`src/rtl/pipe_slice_cfg.sv`:
```
`default_nettype none
`timescale 1ns/1ps
// ============================================================================
// Module   : pipe_slice_cfg
// Brief    : Cascaded valid/ready register slice with forward, skid and full
//            modes; PIPE_SLICE_CFG_STALL_CNT_EN adds stall_cnt and occupancy.
// Revision : 1.0
// ============================================================================
module pipe_slice_cfg #(
  parameter int DATA_W = 8,
  parameter int STAGES = 1,
  parameter int MODE   = 0
) (
  input  logic                           sys_clk,
  input  logic                           rst_n,
  input  logic                           flush,
  input  logic                           valid_up,
  input  logic [DATA_W-1:0]              data_up,
  output logic                           ready_up,
  output logic                           valid_down,
  output logic [DATA_W-1:0]              data_down,
  input  logic                           ready_down
`ifdef PIPE_SLICE_CFG_STALL_CNT_EN
  ,
  output logic [15:0]                    stall_cnt,
  output logic [$clog2(2*STAGES+1)-1:0]  occupancy
`endif
);

  localparam int c_ENTRIES = (MODE == 2) ? 2 * STAGES : STAGES;

  if (MODE < 0 || MODE > 2 || STAGES < 1 || STAGES > 8 || DATA_W < 1 || DATA_W > 64)
  begin : g_bad_params
    $error("pipe_slice_cfg: illegal parameter set");
  end

`ifdef PIPE_SLICE_CFG_STALL_CNT_EN
  localparam int c_OCC_W = $clog2(2*STAGES+1);
  logic [c_ENTRIES-1:0] w_full_vec;
`endif

  // Each entry is either a forward register or a skid buffer; full mode
  // alternates them so even entries are forward and odd entries are skid.
  for (genvar i = 0; i < c_ENTRIES; i++) begin : g_ent
    logic              w_valid_in;
    logic [DATA_W-1:0] w_data_in;
    logic              w_ready_out;
    logic              w_ready_in;
    logic              w_valid_out;
    logic [DATA_W-1:0] w_data_out;

    if (i == 0) begin : g_head
      assign w_valid_in = valid_up;
      assign w_data_in  = data_up;
    end else begin : g_link
      assign w_valid_in = g_ent[i-1].w_valid_out;
      assign w_data_in  = g_ent[i-1].w_data_out;
    end

    if (i == c_ENTRIES - 1) begin : g_tail
      assign w_ready_out = ready_down;
    end else begin : g_next
      assign w_ready_out = g_ent[i+1].w_ready_in;
    end

    if (MODE == 0 || (MODE == 2 && (i % 2) == 0)) begin : g_fwd
      logic              r_v;
      logic [DATA_W-1:0] r_d;

      assign w_ready_in  = w_ready_out | ~r_v;
      assign w_valid_out = r_v;
      assign w_data_out  = r_d;

      always_ff @(posedge sys_clk or negedge rst_n) begin
        if (!rst_n) begin
          r_v <= 1'b0;
          r_d <= '0;
        end else if (flush) begin
          r_v <= 1'b0;
        end else if (w_ready_in) begin
          r_v <= w_valid_in;
          if (w_valid_in) begin
            r_d <= w_data_in;
          end
        end
      end

`ifdef PIPE_SLICE_CFG_STALL_CNT_EN
      assign w_full_vec[i] = r_v;
`endif
    end else begin : g_skid
      logic              r_sv;
      logic [DATA_W-1:0] r_sd;

      // ready_in comes straight from a flop, breaking the ready path.
      assign w_ready_in  = ~r_sv;
      assign w_valid_out = w_valid_in | r_sv;
      assign w_data_out  = r_sv ? r_sd : w_data_in;

      always_ff @(posedge sys_clk or negedge rst_n) begin
        if (!rst_n) begin
          r_sv <= 1'b0;
          r_sd <= '0;
        end else if (flush) begin
          r_sv <= 1'b0;
        end else if (r_sv) begin
          if (w_ready_out) begin
            r_sv <= 1'b0;
          end
        end else if (w_valid_in && !w_ready_out) begin
          r_sv <= 1'b1;
          r_sd <= w_data_in;
        end
      end

`ifdef PIPE_SLICE_CFG_STALL_CNT_EN
      assign w_full_vec[i] = r_sv;
`endif
    end
  end

  assign ready_up   = g_ent[0].w_ready_in;
  assign valid_down = g_ent[c_ENTRIES-1].w_valid_out;
  assign data_down  = g_ent[c_ENTRIES-1].w_data_out;

`ifdef PIPE_SLICE_CFG_STALL_CNT_EN
  logic [15:0]        r_stall_cnt;
  logic [c_OCC_W-1:0] w_occ;

  always_ff @(posedge sys_clk or negedge rst_n) begin
    if (!rst_n) begin
      r_stall_cnt <= '0;
    end else if (flush) begin
      r_stall_cnt <= '0;
    end else if (valid_down && !ready_down && r_stall_cnt != 16'hFFFF) begin
      r_stall_cnt <= r_stall_cnt + 16'd1;
    end
  end

  always_comb begin
    w_occ = '0;
    for (int j = 0; j < c_ENTRIES; j++) begin
      w_occ = w_occ + c_OCC_W'(w_full_vec[j]);
    end
  end

  assign stall_cnt = r_stall_cnt;
  assign occupancy = w_occ;
`endif

endmodule
`default_nettype wire

```
`config.mk`:
```
export PLATFORM = sky130hd
export DESIGN_NAME = pipe_slice_cfg
export DESIGN_NICKNAME = d
export VERILOG_FILES = /design/src/rtl/pipe_slice_cfg.sv
export SDC_FILE = /design/constraint.sdc
export NUM_CORES = 1
export LEC_CHECK = 0
export ABC_AREA = 1
export CAP_MARGIN = 20
export CELL_PAD_IN_SITES_DETAIL_PLACEMENT = 1
export CELL_PAD_IN_SITES_GLOBAL_PLACEMENT = 1
export CORE_UTILIZATION = 23
export CTS_CLUSTER_SIZE = 25
export DETAILED_ROUTE_END_ITERATION = 12
export GPL_ROUTABILITY_DRIVEN = 0
export PLACE_DENSITY = 0.78
export RECOVER_POWER = 100
export SETUP_SLACK_MARGIN = 0.3
export SLEW_MARGIN = 10
export SYNTH_ARGS = -nofsm -noshare
export SYNTH_HDL_FRONTEND = slang
export SYNTH_SLANG_ARGS = --single-unit
```
`constraint.sdc`:
```
create_clock -name sys_clk -period 0.97 [get_ports sys_clk]
set_input_delay 0.1455 -clock sys_clk [delete_from_list [all_inputs] [get_ports sys_clk]]
set_output_delay 0.1455 -clock sys_clk [all_outputs]
set_load 0.02 [all_outputs]
```
==> PnR_summary.wiki, run 1 <==
{| class="wikitable"
! Metric !! Value
|-
| Clock Latency Late Sink || 0.26 ns
|-
| Critical setup path kind || reg -> out
|-
| H-tree depth reported by CTS || 1
|-
| Final Hold Viols || 0
|-
| Number of input and output port buffers inserted || 22
|-
| Clock transition at path regs || 0.06 ns
|-
| Net switching power figure || 0.368 mW
|-
| Final ANT Viol Nets || 0
|-
| Largest clock skew in the final design || 0.000131 ns
|-
| Total internal power || 0.847 mW
|-
| Die X-Extent || 42.3 µm
|-
| P&R area growth vs syn || 129%
|-
| Path class of the lowest-slack min-delay path || in -> reg
|-
| RSZ-0062 raised after global routing || yes
|-
| Final-report setup violation count || 2
|-
| Post-layout instance count excluding filler cells || between 90 and 100
|-
| Endpoint required time on the critical path || 0.82 ns
|-
| TritonCTS clock tree || yes
|-
| Syn_area_per_cell || 9.35 µm²
|-
| Number of buffers added by the clock tree synthesis step || 3
|-
| Part of the cycle the worst path needs || 1.05
|-
| Antenna diode count || 0
|-
| Failing checks || setup timing
|-
| Outcome || finished, violations left
|-
| Via-to-Cell Ratio || ~4.3
|-
| Type of element capturing the critical path || primary output
|-
| Synth top area share || 0.602
|-
| Number of max-slew violations in the final report || 0
|-
| Slew HR || 0.713
|-
| Number of optimization iterations in the first detailed-route pass || 2
|-
| Largest area contributor in the synthesized netlist || sky130_fd_sc_hd__dfrtp_1
|-
| Fill cell instance count of the final layout || between 150 and 200
|-
| Synth unique cells || 10
|-
| Net total in the final layout || 94
|-
| Fraction of layout instances using a drive strength above 1 || 0.613
|-
| Clk buf depth || 2
|-
| Cell count after synthesis || 40
|-
| Reg2Reg Depth || 5
|-
| Depth of the worst hold-timing path || 2
|-
| Largest net degree at the start of global routing || 11
|-
| Area inside the core boundary || 0.00151 mm²
|-
| Top fanout value on the critical path || 2
|-
| Post-synth net total || 53
|-
| Netlist area before placement || approximately 370 µm²
|-
| Part of the power in the clock network || 0.243
|-
| Commonest cells after routing, fill and taps aside || sky130_fd_sc_hd__buf_6 (11), sky130_fd_sc_hd__buf_4 (11), sky130_fd_sc_hd__nand2_1 (9)
|-
| Iter 0 DRT Violations || 3
|-
| Pleak || 0.444 nW
|-
| Register area share after synthesis || 0.602
|-
| Post-detailed-routing wire length || 1110 µm
|-
| Cell Count Post-Placement || 81
|-
| Number of antenna violations at the first check in global routing || 0
|-
| Initial core utilization || 0.248
|-
| Sequential share of power || 0.383
|-
| Via count || 415
|-
| Sink Count || 9
|-
| Transition time at the pin with the least slew margin || around 0.43 ns
|-
| Leading post-synthesis cells by cell area || sky130_fd_sc_hd__dfrtp_1 (60%), sky130_fd_sc_hd__nand2_1 (16%), sky130_fd_sc_hd__nand3_1 (11%)
|-
| Critical Path Source Type || flop
|-
| Setup TNS || -0.0664 ns
|-
| Switch share || 0.303
|-
| Maximum capacitance violations || 0
|-
| Die Area || roughly 0.0018 mm²
|-
| Warnings from Yosys || 0
|-
| Power density over the cells || 1420 mW/mm²
|-
| Placement row count || 14
|-
| DRC Markers || 0
|-
| Signal arrival time at the worst endpoint || 0.87 ns
|-
| Overall fraction of global-route tracks in use || 0.133
|-
| I/O pin cnt || 23
|-
| Vias in the first global route || 385
|-
| Height of the chip || between 40 and 50 µm
|-
| Clock period minus worst slack || 1.01 ns
|-
| Cell at the root of the clock tree || sky130_fd_sc_hd__clkbuf_4
|-
| Register-to-register setup slack || 0.02 ns
|-
| Remaining Overflow, GRT || 0
|-
| Number of synthesized register bits || 9
|-
| Final worst setup slack || -0.0441 ns
|-
| FMAX || 986 MHz
|-
| Fraction of power consumed by combinational cells || 0.374
|-
| Average routed wire per standard cell || about 12 µm
|-
| Wire length of the first global-routing pass || between 1500 and 2000 µm
|-
| IR drop worst, VDD || roughly 800 µV
|}
metal layers:
layer | vias to the layer above | global-route usage | share of wire
met5 | - | 0 | 0
met4 | 0 | 0.0563 | 0.011
met3 | 2 | 0.0517 | 0.052
met2 | 15 | 0.222 | 0.52
met1 | 189 | 0.150 | 0.42
li1 | 209 | - | -
power groups by stage:
| stage | clock network (mW) | logic [mW] | registers, mW |
|---|---|---|---|
| after floorplan | 0 | 0.0780 | 0.525 |
| after global placement | 0 | 0.327 | 0.459 |
| after detailed placement | 0 | 0.331 | 0.462 |
| after CTS | 0.300 | 0.351 | 0.465 |
| after global routing | 0.330 | 0.488 | 0.469 |
| final | 0.296 | 0.454 | 0.465 |
area by class of cell:
| class | count | area, µm² | area share |
|---|---|---|---|
| multi-input combinational | 28 | 204 | 0.238 |
| sequential | 9 | 226 | 0.264 |
| tap | 16 | 20.0 | 0.0233 |
| timing repair buffer | 37 | 374 | 0.436 |
| inverter | 2 | 7.51 | 0.00875 |
| clock buffer | 4 | 26.3 | 0.0306 |
state kept, by name, indices dropped and copies added (netlist names):
register and cells:
data_down 8, valid_down 1
per-stage QoR:
step / area [µm²] / power, mW / setup WS (ns) / util / hold slack, ns
2_1_floorplan: 408 / 0.603 / 0.0873 / - / -0.150
3_3_place_gp: 663 / 0.786 / -0.483 / 0.440 / 0.461
3_5_place_dp: 663 / 0.793 / -0.485 / 0.440 / 0.465
4_1_cts: 707 / 1.12 / -0.0403 / 0.469 / 0.188
5_1_grt: 858 / 1.29 / -0.0787 / 0.570 / 0.123
6_report: 858 / 1.22 / -0.0441 / 0.570 / 0.127
cells in the mapped netlist:
library cell and instances:
sky130_fd_sc_hd__a21oi_1 1, sky130_fd_sc_hd__buf_4 1, sky130_fd_sc_hd__dfrtp_1 9, sky130_fd_sc_hd__inv_1 1
sky130_fd_sc_hd__inv_2 1, sky130_fd_sc_hd__nand2_1 16, sky130_fd_sc_hd__nand2_2 1, sky130_fd_sc_hd__nand2_4 1
sky130_fd_sc_hd__nand3_1 8, sky130_fd_sc_hd__nor2_4 1
cell families (layout without fill, tap and decap cells):
kind of cell | Yosys count | in the layout | share of synthesized area
compound gates | 1 | 1 | 0.0134
buf+inv | 3 | 43 | 0.0401
flops | 9 | 9 | 0.602
simple gates | 27 | 27 | 0.344
path summary, 6_finish.rpt:
| check | startpoint | endpoint |
|---|---|---|
| max reg2reg | valid_down | data_down[4] |
| max | valid_down | ready_up |
| min | flush | valid_down |
| min reg2reg | data_down[4] | data_down[4] |
| max in group asynchronous | rst_n | valid_down |
| min in group asynchronous | rst_n | data_down[2] |
what timing repair did:
item / 4_1_cts / 5_1_grt
endpoints found under the hold margin: 0 / 0
pin swaps: 0 / 7
setup endpoints to repair: 19 / 19
hold buffers: 0 / 0
resized for setup: 59 / 19
setup buffers: 1 / 10
worst max-delay path, cell delays in order, from the launching register on:
cell                      delay, ns
sky130_fd_sc_hd__dfrtp_2       0.42
sky130_fd_sc_hd__nand2_4       0.07
sky130_fd_sc_hd__buf_6         0.11
(Power assumes the default switching activity.)
==> run 2: changes to the inputs <==
--- a/config.mk
+++ b/config.mk
@@ -16,7 +16,7 @@
 export PLACE_DENSITY = 0.78
 export RECOVER_POWER = 100
 export SETUP_SLACK_MARGIN = 0.3
-export SLEW_MARGIN = 10
+export SLEW_MARGIN = 15
 export SYNTH_ARGS = -nofsm -noshare
 export SYNTH_HDL_FRONTEND = slang
 export SYNTH_SLANG_ARGS = --single-unit
==> results of run 2 <==
Same layout as run 1: the final DEF is identical, and so are final timing and power.
